<file path="src/rtl/bus_arb_pkg.sv">
// bus_arb_pkg: shared types and encodings for the two-master bus arbiter
package bus_arb_pkg;
    typedef enum logic [1:0] {IDLE = 2'd0, BUSY_M0 = 2'd1, BUSY_M1 = 2'd2} arb_state_t;
    localparam logic CMD_READ = 1'b0;
    localparam logic CMD_WRITE = 1'b1;
    localparam logic [1:0] OWNER_IDLE = 2'd0;
    localparam logic [1:0] OWNER_M0 = 2'd1;
    localparam logic [1:0] OWNER_M1 = 2'd2;
    localparam logic [31:0] ERR_RDATA_DEFAULT = 32'hDEAD_BEEF;
endpackage

</file>
<file path="src/rtl/bus_arb_timeout.sv">
// bus_arb_timeout: per-transaction watchdog, expired flags the last allowed un-acked cycle
module bus_arb_timeout #(
    parameter int TIMEOUT = 16
) (
    input  logic clk,
    input  logic rst,
    input  logic start,
    input  logic ack,
    output logic expired
);
    localparam logic [7:0] LIM = 8'(TIMEOUT > 0 ? TIMEOUT - 1 : 0);
    logic [7:0] tcnt_q, tcnt_d;
    // saturating at LIM keeps the idle-time count harmless; start clears it on each grant
    always_comb tcnt_d = (start || TIMEOUT == 0) ? 8'd0 : (!ack && tcnt_q != LIM) ? tcnt_q + 8'd1 : tcnt_q;
    always_ff @(posedge clk) begin
        if (rst) tcnt_q <= 8'd0;
        else tcnt_q <= tcnt_d;
    end
    assign expired = (TIMEOUT != 0) && tcnt_q == LIM && !ack;
endmodule

</file>
<file path="src/rtl/bus_arbiter_2m.sv">
// bus_arbiter_2m: round-robin arbiter sharing one slave req/ack bus between two masters
module bus_arbiter_2m
    import bus_arb_pkg::*;
#(
    parameter int N = 32,
    parameter int TIMEOUT = 16,
    parameter logic [N-1:0] ERR_RDATA = N'(ERR_RDATA_DEFAULT)
) (
    input  logic         clk,
    input  logic         rst,
    input  logic         m0_req,
    input  logic [N-1:0] m0_addr,
    input  logic         m0_cmd,
    input  logic [N-1:0] m0_wdata,
    output logic         m0_ack,
    output logic [N-1:0] m0_rdata,
    output logic         m0_err,
    input  logic         m1_req,
    input  logic [N-1:0] m1_addr,
    input  logic         m1_cmd,
    input  logic [N-1:0] m1_wdata,
    output logic         m1_ack,
    output logic [N-1:0] m1_rdata,
    output logic         m1_err,
    output logic         s_req,
    output logic [N-1:0] s_addr,
    output logic         s_cmd,
    output logic [N-1:0] s_wdata,
    input  logic         s_ack,
    input  logic [N-1:0] s_rdata,
    output logic [1:0]   owner
);
    arb_state_t state_q, state_d;
    logic last_q, last_d;
    logic busy0, busy1, sel_req, done, tout, expired, grant0, grant1, leave;
    assign busy0 = state_q == BUSY_M0;
    assign busy1 = state_q == BUSY_M1;
    assign sel_req = busy0 ? m0_req : busy1 & m1_req;
    assign done = sel_req & s_ack;
    assign tout = sel_req & expired;
    assign s_req = sel_req & ~expired;
    assign s_addr = busy0 ? m0_addr : busy1 ? m1_addr : '0;
    assign s_cmd = busy0 ? m0_cmd : busy1 & m1_cmd;
    assign s_wdata = busy0 ? m0_wdata : busy1 ? m1_wdata : '0;
    assign m0_ack = busy0 & (done | tout);
    assign m0_err = busy0 & tout;
    assign m0_rdata = !busy0 ? '0 : done ? s_rdata : tout ? ERR_RDATA : '0;
    assign m1_ack = busy1 & (done | tout);
    assign m1_err = busy1 & tout;
    assign m1_rdata = !busy1 ? '0 : done ? s_rdata : tout ? ERR_RDATA : '0;
    assign owner = busy0 ? OWNER_M0 : busy1 ? OWNER_M1 : OWNER_IDLE;
    // on a tie the master that was not served last wins
    assign grant0 = m0_req & (~m1_req | last_q);
    assign grant1 = m1_req & ~grant0;
    assign leave = ~sel_req | s_ack | expired;
    always_comb begin
        state_d = state_q;
        last_d = last_q;
        if (state_q == IDLE) state_d = grant0 ? BUSY_M0 : grant1 ? BUSY_M1 : IDLE;
        else if (leave) begin
            state_d = IDLE;
            last_d = busy1;
        end
    end
    always_ff @(posedge clk) begin
        if (rst) begin
            state_q <= IDLE;
            last_q <= 1'b1;
        end else begin
            state_q <= state_d;
            last_q <= last_d;
        end
    end
    bus_arb_timeout #(.TIMEOUT(TIMEOUT)) u_timeout (
        .clk(clk),
        .rst(rst),
        .start(state_q == IDLE && (m0_req || m1_req)),
        .ack(s_ack),
        .expired(expired)
    );
endmodule

</file>
<file path="config.mk">
export PLATFORM = sky130hd
export DESIGN_NAME = bus_arbiter_2m
export DESIGN_NICKNAME = d
export VERILOG_FILES = /design/src/rtl/bus_arb_pkg.sv /design/src/rtl/bus_arb_timeout.sv /design/src/rtl/bus_arbiter_2m.sv
export SDC_FILE = /design/constraint.sdc
export NUM_CORES = 1
export LEC_CHECK = 0
export CORE_AREA = 2 2 117 119
export CTS_CLUSTER_SIZE = 20
export DETAILED_ROUTE_END_ITERATION = 10
export DIE_AREA = 0 0 119 121
export PLACE_DENSITY = 0.58
export SYNTH_ARGS = -nofsm -noshare
export SYNTH_HDL_FRONTEND = slang
export SYNTH_SLANG_ARGS = --single-unit
</file>
<file path="constraint.sdc">
create_clock -name clk -period 2.55 [get_ports clk]
set_input_delay 0.3825 -clock clk [delete_from_list [all_inputs] [get_ports clk]]
set_output_delay 0.3825 -clock clk [all_outputs]
set_load 0.05 [all_outputs]
</file>
== After elaboration in Yosys (flattened, before gate mapping) ==
Cells that the tools add are included.
W data, S select, Z words.
Word-level totals
  bits in registers: 11
  output and inout bits: 136
  bits of input ports: 167
  logic and storage cells: 53
Operators by class
  equality and inequality tests: 4
  $add $sub $neg: 1
  reduce and logical (&&, ||, !) cells: 9
  mux-type cells: 16
  bitwise operators: 20
Operators with widths (count)
  $mux W32: 8
  $mux W2: 6
  $and A1 B1 Y1: 11
  $add A8 B1 Y8 const B: 1
  $eq A8 B4 Y1 const B: 1
  $ne A8 B4 Y1 const B: 1
  $not A1 Y1: 5
  $or A1 B1 Y1: 4
  $logic_and A1 B1 Y1: 3
  $eq A2 B1 Y1 const B: 1
  $eq A2 B2 Y1 const B: 1
  $logic_not A2 Y1: 1
  $mux W1: 2
  $reduce_and A2 Y1: 1
  $reduce_bool A2 Y1: 1
  $reduce_or A2 Y1: 1
  $logic_not A1 Y1: 1
  $logic_or A1 B1 Y1: 1

== Depth between registers and ports, before layout ==
Gate-level depths: netlist of the first run.
  word-level depth: 8
  depth in mapped cells: 5
  depth with buffers taken out: 5

== By module ==
Synthesis of the first run repeated with hierarchy kept, for this count alone.
Unflattened totals
  cells, all modules: 260
  area total of the unflattened synthesis: 1767.9 um^2
By module, submodules not included
  bus_arbiter_2m: sequential area each 60.1 um^2, cells each 214, times used 1, area each 1373.8 um^2
  bus_arb_timeout: sequential area each 160.2 um^2, cells each 46, times used 1, area each 394.1 um^2

== Least setup slack after synthesis of the first run ==
No wires, ideal clock.
  path type: register to output
  from: register u_timeout.tcnt_q[7]
  to: output m0_rdata[0]
  arrival: 1930 ps
  buffers on the path: 1
  slack: 237 ps
  stages on the path, launching flop included: 5
  data required time: 2168 ps
  cells stage by stage: dfxtp_1 nor4_4 nand4_1 buf_2 a21oi_1
On the way
  longest elaborated chain between the ends: 6
Ends and longest elaborated chain
  start, declared: line bus_arb_timeout.sv:12  | logic [7:0] tcnt_q, tcnt_d;
  start signal, assigned: line bus_arb_timeout.sv:17  | else tcnt_q <= tcnt_d;
  $eq A8 B4 Y1: line bus_arb_timeout.sv:19  | assign expired = (TIMEOUT != 0) && tcnt_q == LIM && !ack;
  $logic_and A1 B1 Y1: line bus_arb_timeout.sv:19
  $and A1 B1 Y1: line bus_arbiter_2m.sv:40  | assign tout = sel_req & expired;
  $mux W32 (3 in series): line bus_arbiter_2m.sv:47  | assign m0_rdata = !busy0 ? '0 : done ? s_rdata : tout ? ERR_RDATA : '0;
  end, declared: line bus_arbiter_2m.sv:16  | output logic [N-1:0] m0_rdata,
No other way between the ends.

== Worst setup path in the final report of the first run ==
  from: register state_q[0]
  to: output m0_rdata[20]
On the way
  longest elaborated chain between the ends: 6
Ends and longest elaborated chain
  start, declared: line bus_arbiter_2m.sv:33  | arb_state_t state_q, state_d;
  start signal, assigned: line bus_arbiter_2m.sv:70  | state_q <= state_d;
  $eq A2 B2 Y1: line bus_arbiter_2m.sv:37  | assign busy1 = state_q == BUSY_M1;
  $and A1 B1 Y1: line bus_arbiter_2m.sv:38  | assign sel_req = busy0 ? m0_req : busy1 & m1_req;
  $mux W1: line bus_arbiter_2m.sv:38
  $and A1 B1 Y1: line bus_arbiter_2m.sv:39  | assign done = sel_req & s_ack;
  $mux W32: line bus_arbiter_2m.sv:47
  $mux W32 (*): line bus_arbiter_2m.sv:47
Mark *: on every way between the ends. The rest lies on a longest branch, timed or not.

==> impl_metrics.yaml, run 1 <==
setup_path:
  critical_path.endpoint_type: "primary output"
  r2r_slack_ns: 0.87
  arrival_ns: 1.97
  rr_worst_depth: 5
  worstPathMaxFanout: 13
  r2r_end: "last_q$_SDFFE_PP1P_"
  crit_start: "state_q[0]$_SDFFE_PP0P_"
  endpoint: "m0_rdata[20]"
  required_ns: 2.17
  start_kind: "register"
  reg2reg_from: "u_timeout.tcnt_q[0]$_SDFFE_PP0P_"
  worstSetupPathType: "reg -> out"
timing:
  layout_min_cycle_time_ns: 2.353
  min_period_over_period: 0.9227
  finalHoldViolations: 0
  clock_skew_ns: 0.005433
  report.final.slew_viol_count: 0
  worst_pin_slew_ns: 0.5281
  grt_setup_unrepaired: "false"
  finalSetupViolCount: 0
  finalSetupTns_ns: 0
  fmax_mhz: 425.0
  relSlewSlack: 0.6479
cells_and_area:
  nets: 707
  n_antenna_cell: 0
  layout-drive-gt1-share: 0.2844
  synthToLayoutAreaGrowth_pct: 259.3
  n_fill_cell: 1167
clock_network:
  cts_tree: "done"
  cts_buffer_depth: 2
  cts_setup_buffers: 0
  cts.reportedPaths.clkPinSlew_ns: 0.04
  ctsResizeCount: 0
  postCtsHoldBufs: 0
  clkSinkCount: 11
  htree_levels: 1
  cts-root-buf: "clkbuf_16"
  insertion_delay_ns: 0.24
  numCtsBuffers: 3
route:
  viasPerCell: 4.426
  drt_drc_violations_left: 0
  antenna_left: 0
  first_pass_iters: 5
  vias: 3160
  drtIter0Drc: 144
  routedWlPerCell_um: 19.23
  wl_mm: 13.73
power:
  worst_ir_drop_vdd_uv: 209.4
  finalPower_uw: 1639
  p_leak_uw: 0.002465
  power.density_nw_per_um2: 262.7
die:
  num_io_pins: 303
  die_h_um: 121
  dieArea_um2: 14400
  coreArea_um2: 13090
  placementRows: 42
  initial_core_util: 0.1327
  dieWidth_um: 119
synthesis:
  synth_area_per_cell_um2: 6.837
  synthesis.area_um2: 1737
  synth_edf_count: 0
  netlist_top_cells_area: "a22o_1 33%, a21oi_1 15%, dfxtp_1 13%, and3_1 6.1%, nand2_1 6.1%"
  synth_top_area_share: 0.3278
  synth_commonest_cells: "65 x a22o_1, 52 x a21oi_1, 28 x nand2_1"
  ys_seq_area_frac: 0.1268
  yosys_register_bits: 11
  async_reset_ff_frac: 0
  ys_warn_count: 0
  ys.flop_type: "dfxtp_1"
  synthCells: 254
  yosys.area.top_type: "a22o_1"
  yosys.cell_count.top_type: "a22o_1"
  synth_cell_types: 33
  synth_fp_nets: 422
global_routing:
  grtUsageTotal: 0.1772
  grt_pass1_vias: 3156
  grt_max_degree: 57
  antenna_found_initial: 0
  grt_overflow: 0
  grt_pass1_wl_mm: 19.64
outcome:
  outcome: "completed"
min_path:
  hold_path.class: "reg -> reg"
flow_run:
  drv_cap: 0
placement:
  place_congestion: 0.8128
  dp_hpwl_mm: 11.55
  portBuffers: 302
how the worst min path moves through the flow:
stage | cells past startpoint | slack [ns] | to | startpoint
2_1_floorplan | 1 | 0.46 | state_q[0]$_SDFFE_PP0P_ | state_q[0]$_SDFFE_PP0P_
3_5_place_dp | 1 | 0.54 | state_q[0]$_SDFFE_PP0P_ | state_q[0]$_SDFFE_PP0P_
6_report | 1 | 0.54 | state_q[0]$_SDFFE_PP0P_ | state_q[0]$_SDFFE_PP0P_
4_1_cts | 1 | 0.55 | state_q[0]$_SDFFE_PP0P_ | state_q[0]$_SDFFE_PP0P_
5_1_grt | 2 | 0.58 | state_q[0]$_SDFFE_PP0P_ | last_q$_SDFFE_PP1P_
3_3_place_gp | 1 | 0.52 | state_q[0]$_SDFFE_PP0P_ | state_q[0]$_SDFFE_PP0P_
area by class of cell:
| type | instances | area (um2) | share of cell area |
|---|---|---|---|
| Timing Repair Buffer | 311 | 4327 | 0.6934 |
| Multi-Input combinational cell | 209 | 1383 | 0.2216 |
| Sequential cell | 11 | 220.2 | 0.03529 |
| Tap cell | 176 | 220.2 | 0.03529 |
| Clock buffer | 4 | 78.83 | 0.01263 |
| Inverter | 3 | 11.26 | 0.001805 |
through the flow:
stage | hold WS [ns] | area, um2 | setup slack, ns | instances | utilization
CTS | 0.5511 | 6240 | 0.2069 | 714 | 0.4769
finish | 0.5438 | 6240 | 0.1971 | 714 | 0.4769
global route | 0.5796 | 6240 | 0.07568 | 714 | 0.4769
detailed placement | 0.5437 | 6161 | 0.2621 | 710 | 0.4708
global placement | 0.5238 | 6161 | 0.2605 | 710 | 0.4708
floorplan | 0.4620 | 1737 | 0.2372 | 254 | -
registers in the layout, indices dropped and copies added (netlist names):
register and count:
last_q 1, u_timeout.tcnt_q 8, state_q 2
layout by cell type (no fill, tap or decap), drive strengths merged, types with 2 or more instances in the layout:
cell           instances
buf                  145
and3                  17
nor2b                  3
mux2i                  2
inv                    3
a22o                  65
nor3                   3
a2111oi                2
nor2                  13
nand2                 28
clkdlybuf4s50        166
clkbuf                 4
xnor2                  5
and2                   2
a21oi                 53
dfxtp                 11
nand3                  2
worst max-delay path, stage by stage (launching register included):
cell	delay (ns)
dfxtp_1	0.44
nor2b_4	0.39
and2_0	0.47
and3_1	0.28
buf_12	0.15
power breakdown:
part / switching (uW) / total, uW / internal, uW
Sequential: 6.55 / 184 / 177
Clock: 72.7 / 282 / 209
Combinational: 569 / 1170 / 604
metal layers:
metal / vias to the layer above / wire length, um / global-route usage
met3: 8 / 1506 / 0.08271
met4: 0 / 108 / 0.01637
met1: 1439 / 5497 / 0.2151
li1: 1540 / - / -
met5: - / 0 / 0
met2: 173 / 6614 / 0.2967
cells by family (layout without fill, tap and decap cells):
kind of cell | Yosys count | after routing | share of synthesized area
AO/OA/AOI/OAI | 125 | 125 | 0.5166
XOR/XNOR | 5 | 5 | 0.02521
adder cells (fa/ha/maj) | 1 | 1 | 0.007203
buffers and inverters | 34 | 318 | 0.08574
flip-flops | 11 | 11 | 0.1268
multiplexers | 2 | 2 | 0.01153
AND/OR/NAND/NOR | 76 | 76 | 0.2270
Note: power is estimated with default switching activity, not from simulation.
==> run 2: changes to the inputs <==
SETUP_SLACK_MARGIN = 0.02   (was not set)
==> results of run 2 <==
The final DEF is identical to that of run 1; final timing and power are the same.
